File: src/rtl/uart_pkg.sv
// Shared types and constants for the UART receive path.
package uart_pkg;

  localparam int unsigned UART_DATA_BITS = 8;

  typedef enum logic [1:0] {
    IDLE  = 2'd0,
    START = 2'd1,
    DATA  = 2'd2,
    STOP  = 2'd3
  } uart_state_e;

  // 2-of-3 vote used by the majority-sampling build.
  function automatic logic maj3(input logic a, input logic b, input logic c);
    return (a & b) | (a & c) | (b & c);
  endfunction

endpackage

File: src/rtl/uart_sync.sv
// Metastability synchroniser: SYNC_STAGES flops, reset to 1 (line idle level).
module uart_sync #(
  parameter int unsigned SYNC_STAGES = 2
) (
  input  logic clk_i,
  input  logic reset_i,
  input  logic d_i,
  output logic q_o
);

  logic [SYNC_STAGES-1:0] sync_q;

  // Shift the asynchronous input through the flop chain.
  always_ff @(posedge clk_i) begin
    if (reset_i) sync_q <= '1;
    else         sync_q <= {sync_q[SYNC_STAGES-2:0], d_i};
  end

  assign q_o = sync_q[SYNC_STAGES-1];

endmodule

File: src/rtl/uart_rx_deser.sv
// 8N1 UART receiver with single-entry holding register and sticky error flags.
// Optional build macro: UART_RX_MAJORITY_EN (2-of-3 majority sampling, needs CLKS_PER_BIT >= 8).
module uart_rx_deser
  import uart_pkg::*;
#(
  parameter int unsigned CLKS_PER_BIT = 215,
  parameter int unsigned SYNC_STAGES  = 2
) (
  input  logic                      clk,
  input  logic                      reset,
  input  logic                      rxd,
  output logic [UART_DATA_BITS-1:0] rx_data,
  output logic                      rx_valid,
  input  logic                      rx_ready,
  output logic                      overrun,
  output logic                      frame_err,
  input  logic                      err_clr,
  output logic                      busy
);

  localparam int unsigned CNT_W = $clog2(CLKS_PER_BIT);
  localparam int unsigned IDX_W = $clog2(UART_DATA_BITS);
  localparam logic [CNT_W-1:0] CNT_LAST      = CNT_W'(CLKS_PER_BIT - 1);
  localparam logic [CNT_W-1:0] CNT_HALF_LAST = CNT_W'(CLKS_PER_BIT / 2 - 1);
  localparam logic [IDX_W-1:0] IDX_LAST      = IDX_W'(UART_DATA_BITS - 1);

  logic rxs;
  logic line;   // level used for start/break detection
  logic samp;   // value taken at each bit decision point

  uart_sync #(.SYNC_STAGES(SYNC_STAGES)) u_sync (
    .clk_i   (clk),
    .reset_i (reset),
    .d_i     (rxd),
    .q_o     (rxs)
  );

`ifdef UART_RX_MAJORITY_EN
  // The FSM runs on rxs delayed one clock, so at the target count the
  // window {hist_q[1], hist_q[0], rxs} spans target-1..target+1.
  logic [1:0] hist_q;

  // Two-deep history of the synchronised line.
  always_ff @(posedge clk) begin
    if (reset) hist_q <= '1;
    else       hist_q <= {hist_q[0], rxs};
  end

  assign line = hist_q[0];
  assign samp = maj3(hist_q[1], hist_q[0], rxs);
`else
  assign line = rxs;
  assign samp = rxs;
`endif

  uart_state_e               state_q, state_d;
  logic [CNT_W-1:0]          cnt_q, cnt_d;
  logic [IDX_W-1:0]          idx_q, idx_d;
  logic [UART_DATA_BITS-1:0] shreg_q, shreg_d;
  logic                      brk_q, brk_d;
  logic                      done_q, done_d;
  logic                      ferr_set;

  logic [UART_DATA_BITS-1:0] rx_data_q;
  logic                      rx_valid_q, overrun_q, frame_err_q;
  logic                      consume, ovr_set;

  // FSM state register.
  always_ff @(posedge clk) begin
    if (reset) state_q <= IDLE;
    else       state_q <= state_d;
  end

  // Next-state, bit counter, shift register and frame-event decode.
  always_comb begin
    state_d  = state_q;
    cnt_d    = cnt_q + 1'b1;
    idx_d    = idx_q;
    shreg_d  = shreg_q;
    brk_d    = brk_q;
    done_d   = 1'b0;
    ferr_set = 1'b0;
    unique case (state_q)
      IDLE: begin
        cnt_d = '0;
        if (brk_q) begin
          if (line) brk_d = 1'b0;
        end else if (!line) begin
          state_d = START;
        end
      end
      START: begin
        if (cnt_q == CNT_HALF_LAST) begin
          cnt_d   = '0;
          idx_d   = '0;
          state_d = samp ? IDLE : DATA;
        end
      end
      DATA: begin
        if (cnt_q == CNT_LAST) begin
          cnt_d   = '0;
          shreg_d = {samp, shreg_q[UART_DATA_BITS-1:1]};
          idx_d   = idx_q + 1'b1;
          if (idx_q == IDX_LAST) state_d = STOP;
        end
      end
      STOP: begin
        if (cnt_q == CNT_LAST) begin
          cnt_d   = '0;
          state_d = IDLE;
          if (samp) begin
            done_d = 1'b1;
          end else begin
            ferr_set = 1'b1;
            brk_d    = 1'b1;
          end
        end
      end
      default: state_d = IDLE;
    endcase
  end

  // FSM outputs.
  always_comb begin
    busy = (state_q != IDLE);
  end

  // Receive datapath registers.
  always_ff @(posedge clk) begin
    if (reset) begin
      cnt_q   <= '0;
      idx_q   <= '0;
      shreg_q <= '0;
      brk_q   <= 1'b0;
      done_q  <= 1'b0;
    end else begin
      cnt_q   <= cnt_d;
      idx_q   <= idx_d;
      shreg_q <= shreg_d;
      brk_q   <= brk_d;
      done_q  <= done_d;
    end
  end

  // Handshake and overrun decode for the holding register.
  always_comb begin
    consume = rx_valid_q & rx_ready;
    ovr_set = done_q & rx_valid_q & ~consume;
  end

  // Holding register and sticky flags; a new error outranks err_clr.
  always_ff @(posedge clk) begin
    if (reset) begin
      rx_data_q   <= '0;
      rx_valid_q  <= 1'b0;
      overrun_q   <= 1'b0;
      frame_err_q <= 1'b0;
    end else begin
      if (done_q && (!rx_valid_q || consume)) begin
        rx_data_q  <= shreg_q;
        rx_valid_q <= 1'b1;
      end else if (consume) begin
        rx_valid_q <= 1'b0;
      end
      overrun_q   <= ovr_set  | (overrun_q   & ~err_clr);
      frame_err_q <= ferr_set | (frame_err_q & ~err_clr);
    end
  end

  assign rx_data   = rx_data_q;
  assign rx_valid  = rx_valid_q;
  assign overrun   = overrun_q;
  assign frame_err = frame_err_q;

endmodule

File: config.mk
export PLATFORM = sky130hd
export DESIGN_NAME = uart_rx_deser
export DESIGN_NICKNAME = d
export VERILOG_FILES = /design/src/rtl/uart_pkg.sv /design/src/rtl/uart_sync.sv /design/src/rtl/uart_rx_deser.sv
export SDC_FILE = /design/constraint.sdc
export NUM_CORES = 1
export LEC_CHECK = 0
export BUFFER_PORTS_ARGS = -buffer_cell sky130_fd_sc_hd__buf_4
export CAP_MARGIN = 25
export CORE_MARGIN = 1
export CORE_UTILIZATION = 45
export DETAILED_ROUTE_END_ITERATION = 8
export PLACE_DENSITY_LB_ADDON = 0.2
export SYNTH_ARGS = -nofsm -noshare
export SYNTH_HDL_FRONTEND = slang
export SYNTH_SLANG_ARGS = --single-unit
File: constraint.sdc
create_clock -name clk -period 1.5 [get_ports clk]
set_clock_uncertainty 0.1 [all_clocks]
set_input_delay 0.15 -clock clk [delete_from_list [all_inputs] [get_ports clk]]
set_output_delay 0.15 -clock clk [all_outputs]
set_load 0.005 [all_outputs]
==> results of run 1 <==
## Yosys cell counts (all sizes together) (2+ instances only)
library cell,number
nand2b,3
nand4b,2
mux2i,16
and4bb,2
dfxtp,36
inv,3
ha,4
nand2,4
xnor2,2
or2,3
nand3b,3
nand3,3
nand4,2
clkbuf,4
and3,3
xor2,4
buf,2
nor2b,2
a21oi,7
nor2,29
## power by group
part	switching (µW)	leakage, µW	internal [µW]
Clock	307	0.0000315	229
Sequential	3.92	0.000292	958
Combinational	18.3	0.000448	19.0
## cells by family (layout without fill, tap and decap cells)
family	after synthesis	in the layout	share of synthesized area (%)
adder cells (fa/ha/maj)	4	4	3.47
buffers and inverters	9	43	2.95
multiplexers	16	16	11.1
AND/OR/NAND/NOR	62	63	23.3
AO/OA/AOI/OAI	13	13	5.56
flip-flops	36	36	50.0
XOR/XNOR	6	6	3.65
## layout make-up
cell class	count	share of cell area [%]
sequential	36	39.5
multi-input combinational	102	39.1
timing repair buffer	32	14.4
clock buffer	7	3.00
tap	44	3.00
inverter	3	0.613
clock inverter	1	0.408
## worst reg2reg max path, cell delays in order, from the launching register on
cell,delay [ps]
dfxtp_2,340
inv_2,60
ha_4,120
and3_4,200
and4b_4,340
mux2i_1,220
nor2_1,60
## metal layers
metal / track usage [%] / vias up / routed length, µm / share of wire [%]
met1: 22.3 / 525 / 1200 / 44
met4: 7.14 / 0 / 38 / 1.4
li1: - / 577 / - / -
met3: 7.25 / 5 / 126 / 4.6
met5: 0 / - / 0 / 0
met2: 33.3 / 23 / 1370 / 50
## placed cells by master (no fill, tap or decap), types with 2 or more instances in the layout
cell type / count
a21oi_1: 7
dfxtp_1: 32
xnor2_1: 2
xor2_1: 4
or2_2: 2
nand4b_1: 2
clkbuf_4: 5
nand4_1: 2
nand3_1: 3
and4bb_2: 2
nand2_1: 4
inv_1: 2
dlygate4sd3_1: 3
nor2_1: 29
nand2b_1: 2
nand3b_1: 3
buf_4: 27
dfxtp_2: 4
ha_1: 3
mux2i_1: 16
and3_1: 2
## repair_timing
item                                   CTS  global route
cloned                                   1             0
endpoints found under the hold margin    3             0
hold buffers                             3             0
setup endpoints to repair               20            29
pin swaps                                3             7
resized for setup                        6             5
setup buffers                            2             0
## metrics by stage
step	setup slack [ps]	instance area (µm²)	hold slack (ps)	total power [µW]
6_report	-44.6	1840	67.8	1540
5_1_grt	-123	1840	51.8	1620
4_1_cts	-55.7	1820	62.2	1560
3_5_place_dp	-170	1690	247	1010
3_3_place_gp	-85.1	1690	234	1010
2_1_floorplan	-31.5	1450	126	1000
## registers in the layout (all words and copies together), names as in the netlist, named ones only
signal,flops
done_q,1
idx_q,3
overrun,1
brk_q,1
shreg_q,8
rx_data,8
frame_err,1
u_sync.sync_q,2
cnt_q,8
rx_valid,1
state_q,1
## path summary, 6_finish.rpt
path	startpoint	endpoint	cells after the start
setup / recovery	cnt_q[0]	shreg_q[3]	6
hold / removal	reset	overrun	2
setup reg to reg	cnt_q[0]	shreg_q[3]	6
hold reg to reg	u_sync.sync_q[0]	u_sync.sync_q[1]	1
==> summary.txt, run 1 <==
Logic synthesis
  – Yosys warning count: 0
  – Post-synth EDFFs: 0
  – Syn_area_per_cell: 9.87 µm²
  – Area share of the leading cell type in the synthesized netlist: between 50% and 60%
  – Sequential share of the synthesized area: 50.0%
  – Unique masters post-synth: 34
  – Fraction of synthesis flops using an asynchronous set or reset pin: 0%
  – Cell type contributing the most total cell area after synthesis: dfxtp_1
  – Synthesis-stage register bit count: 36
  – Number of nets in the synthesized netlist: approximately 160
  – Synthesized area: around 0.0014 mm²
  – Most common flop cell mapped by yosys: dfxtp_1
  – Post-Synthesis Cells: roughly 150
  – Synth area leaders: dfxtp_1 (50%), mux2i_1 (11%), nor2_1 (7.6%), ha_1 (3.5%), a21oi_1 (2.4%)

CTS
  – Number of buffers inserted during clock tree synthesis: 5
  – Clock slew at reported path FFs: ~110 ps
  – Clock tree buffer depth: 2
  – Clk_lat worst skew: 340 ps
  – Clock sink count: 36
  – Clock tree from TritonCTS: built
  – Root Buffer Master: clkbuf_4
  – Level count of the clock H-tree: 2

Die
  – Area of the die: between 0.003 and 0.004 mm²
  – Die W: 58.6 µm
  – Die height: a little under 60 µm
  – Boundary pin count: 17
  – Number of cell rows: 20
  – Effective utilization at floorplan: 47.2%
  – CORE AREA: a little over 0.003 mm²

Global route
  – Overall Global Routing Usage: around 19%
  – First-pass GRT wire length: 4.88 mm
  – Largest net degree at the start of global routing: 31
  – Number of global-route vias before repair: between 1000 and 1500
  – Overflow after GRT: 0
  – Number of antenna violations at the first check in global routing: 0

STA
  – Worst rel slew slack: between 80% and 90%
  – F_max: about 650 MHz
  – Final setup violation count: 14
  – Post-route setup slack: -44.6 ps
  – Final hold vios: 0
  – Max Transition Viols Final: 0
  – Portion of the clock cycle consumed by the worst path in the final layout: 103%
  – RSZ-0062 raised after global routing: true
  – Worst Max-Slew Pin Slew: ~300 ps
  – Final sum of negative setup slack: -265 ps
  – Time the worst path needs with I/O delays and setup: 1540 ps

Min path
  – Tightest Hold Check Type: in2reg

Finish
  – Filler Cells Inserted: between 200 and 300
  – Count of antenna diodes in the layout: 0
  – Area added between synthesis and finish: 27.5%
  – Area used by sequential logic in the layout: approximately 730 µm²
  – Final layout net count: approximately 190
  – Number of standard cells in the final layout excluding fillers: roughly 230
  – Final standard cell utilization of the core: 60.2%
  – Combined area of the multi-input logic cells: between 700 and 800 µm²
  – Fraction of layout instances using a drive strength above 1: between 20 and 30%

Flow run
  – Max Cap Viol: 0

Detailed routing
  – DR WL/cell: about 12 µm
  – DRC: 0
  – Antenna-violating nets left: 0
  – First-pass iteration count of the detailed router: 4
  – Post-detailed-routing wire length: 2.73 mm
  – Number of DRC violations after detailed-routing iteration 0: 33
  – Vias per inst: between 5 and 6
  – Routed via count: ~1100

Setup path
  – Delay of the slowest cell on the worst path: about 340 ps
  – Nature of the critical path endpoint: flop
  – Highest fanout seen on the critical path: 7
  – Arrival time of the worst setup path: about 1700 ps
  – Cell chain of the critical path: inv_2 > ha_4 > and3_4 > and4b_4 > mux2i_1 > nor2_1
  – R2r setup slk: -40 ps
  – Highest-delay cell along the critical path: dfxtp_2
  – CP Launch Type: flop
  – Bufs and invs on worst path: 1
  – Worst path required time: around 1600 ps
  – Largest delay contributor family on the critical path: simple AND/OR/NAND/NOR gates
  – Critical path type: reg2reg

Power
  – Leakage Power: about 0.00077 µW
  – IR drop worst, VDD: 698 µV
  – Power Density: approximately 840 mW/mm²

Place
  – Buffers on Ports: 16
  – Number of placed cells counting well taps: 211
  – Final RePlAce weighted congestion: between 0.7 and 0.8
  – HPWL reported at the end of detailed placement: 1.77 mm

Status
  – Run status: complete, but fails checks
  – Violations in the final reports: setup timing
Note: power is estimated with default switching activity, not from simulation.
==> run 2: changes to the inputs <==
--- a/config.mk
+++ b/config.mk
@@ -6,11 +6,12 @@
 export NUM_CORES = 1
 export LEC_CHECK = 0
 export BUFFER_PORTS_ARGS = -buffer_cell sky130_fd_sc_hd__buf_4
-export CAP_MARGIN = 25
 export CORE_MARGIN = 1
 export CORE_UTILIZATION = 45
+export CTS_CLUSTER_SIZE = 14
 export DETAILED_ROUTE_END_ITERATION = 8
 export PLACE_DENSITY_LB_ADDON = 0.2
+export SETUP_SLACK_MARGIN = 0.15
 export SYNTH_ARGS = -nofsm -noshare
 export SYNTH_HDL_FRONTEND = slang
 export SYNTH_SLANG_ARGS = --single-unit
==> summary.txt, run 2 (synthesized netlist as in run 1, its figures left out) <==
Detailed routing
  – Post-detailed-routing wire length: 2.75 mm
  – DRC: 0
  – Routed via count: 1137
  – Number of DRC violations after detailed-routing iteration 0: 28
  – Vias per inst: a little over 5
  – Antenna-violating nets left: 0
  – Top Metal Used: met4
  – Routed wire length on met2: 1.37 mm
  – First-pass iteration count of the detailed router: 4
  – DR WL/cell: roughly 12 µm
  – Wire length on met1: around 1.2 mm
  – Met3 layer wire length in the routed design: roughly 87 µm

Finish
  – Most common library cell in the layout ignoring fill and taps: dfxtp_1
  – Count of antenna diodes in the layout: 0
  – Commonest cells after routing, fill and taps aside: dfxtp_1 (32), nor2_1 (29), buf_4 (26), mux2i_1 (16), a21oi_1 (7)
  – Fraction of layout instances using a drive strength above 1: a little under a third
  – Combined area of the multi-input logic cells: around 740 µm²
  – Final layout net count: 187
  – Area used by sequential logic in the layout: roughly 730 µm²
  – Filler Cells Inserted: about 280
  – Area added between synthesis and finish: 28.9%

Status
  – Violations in the final reports: setup timing
  – Run status: complete, but fails checks

Setup path
  – Critical R2R Launch: cnt_q[0]
  – R2r setup slk: -20 ps
  – Worst path required time: around 1600 ps
  – Critical path type: reg2reg
  – Start point of the critical path: cnt_q[0]
  – Cell count of the worst reg-to-reg path: 6
  – CP Launch Type: flop
  – R2R Path End: shreg_q[7]
  – Highest fanout seen on the critical path: 7
  – Arrival time of the worst setup path: between 1500 and 2000 ps
  – Nature of the critical path endpoint: flop
  – Critical path destination: shreg_q[7]

Global route
  – Number of antenna violations at the first check in global routing: 0
  – Number of global-route vias before repair: 1114
  – Overall Global Routing Usage: between 10% and 20%
  – First-pass GRT wire length: 4.70 mm
  – Overflow after GRT: 0
  – Largest net degree at the start of global routing: 31

CTS
  – Number of buffers inserted during clock tree synthesis: 5
  – Root Buffer Master: clkbuf_4
  – Clk_lat worst skew: ~340 ps
  – Clock sink count: 36
  – Clock slew at reported path FFs: 100 ps
  – Clock tree buffer depth: 2
  – Clock tree from TritonCTS: built
  – Level count of the clock H-tree: 2

Die
  – Boundary pin count: 17
  – Area of the die: about 0.0034 mm²
  – CORE AREA: ~0.0031 mm²
  – Die height: between 50 and 60 µm
  – Number of cell rows: 20
  – Die W: between 50 and 60 µm
  – Effective utilization at floorplan: ~47%

STA
  – Final sum of negative setup slack: -91.0 ps
  – Max Transition Viols Final: 0
  – Portion of the clock cycle consumed by the worst path in the final layout: 101%
  – Final setup violation count: 7
  – Worst Max-Slew Pin Slew: roughly 300 ps
  – F_max: between 600 and 700 MHz
  – Post-route setup slack: -21.5 ps
  – RSZ-0062 raised after global routing: true
  – Worst rel slew slack: between 70% and 80%
  – Final hold vios: 0
  – Time the worst path needs with I/O delays and setup: roughly 1500 ps

Min path
  – Tightest Hold Check Type: in2reg
  – HP Start: rx_ready

Place
  – Buffers on Ports: 16
  – HPWL reported at the end of detailed placement: between 1.5 and 2 mm
  – Setup slack after placement: -162 ps
  – Final RePlAce weighted congestion: between 0.7 and 0.8

Power
  – Leakage Power: 0.000766 µW
  – Power Density: approximately 890 mW/mm²
  – IR drop worst, VDD: between 500 and 600 µV
  – Final total power: 1650 µW

Flow run
  – Max Cap Viol: 0
## run 2: changes by cell type in the layout (fill, tap and decap cells not counted), sizes merged
cell	before	now
buf	29	28
bufinv	0	1
clkbuf	7	6
clkinv	0	1
clkinvlp	1	0
dlygate4sd3	3	2
## run 2: area by class of cell
| cell class | count | area share, % |
|---|---|---|
| clock buffer | 6 | 2.22 |
| clock inverter | 2 | 1.89 |
| inverter | 3 | 0.606 |
| multi-input combinational | 102 | 39.7 |
| sequential | 36 | 39.3 |
| tap | 44 | 2.96 |
| timing repair buffer | 30 | 13.3 |
## run 2: worst min path at each step
stage / endpoint / slack, ps / cells past startpoint
global route: rx_valid / 60 / 4
floorplan: done_q / 130 / 1
CTS: rx_valid / -9 / 4
detailed placement: u_sync.sync_q[0] / 240 / 2
global placement: u_sync.sync_q[0] / 240 / 2
finish: rx_valid / 4 / 4
## run 2: critical path, cell delays in order (launching register included)
cell and delay, ps:
dfxtp_2 330, inv_2 60, ha_4 120, and3_4 200, and4b_4 340, mux2i_1 200, nor2_1 60
## run 2: report_power, final
group	internal, µW	switching [µW]	total [µW]
clock	349	303	652
combinational	21.0	22.3	43.3
sequential	955	1.69	957
## run 2: through the flow
| stage | instance area (µm²) | hold WS, ps | utilization [%] | cells |
|---|---|---|---|---|
| floorplan | 1450 | 126 | - | 146 |
| global placement | 1660 | 237 | 54.5 | 208 |
| detailed placement | 1660 | 239 | 54.5 | 208 |
| CTS | 1840 | -8.94 | 60.2 | 223 |
| global route | 1860 | 55.4 | 60.9 | 223 |
| finish | 1860 | 3.60 | 60.9 | 223 |
## run 2: repair_timing
| item | in CTS | in global routing |
|---|---|---|
| setup endpoints to repair | 25 | 30 |
| pin swaps | 8 | 9 |
| setup buffers | 4 | 0 |
| hold endpoints to repair | 3 | 0 |
| cloned | 1 | 0 |
| hold buffers | 2 | 0 |
| gates resized for setup | 14 | 3 |
## run 2: layer usage
layer  track usage, %  up-vias
li1                 -      567
met1             21.0      545
met2             32.5       18
met3             4.62        7
met4             11.2        0
met5                0        -
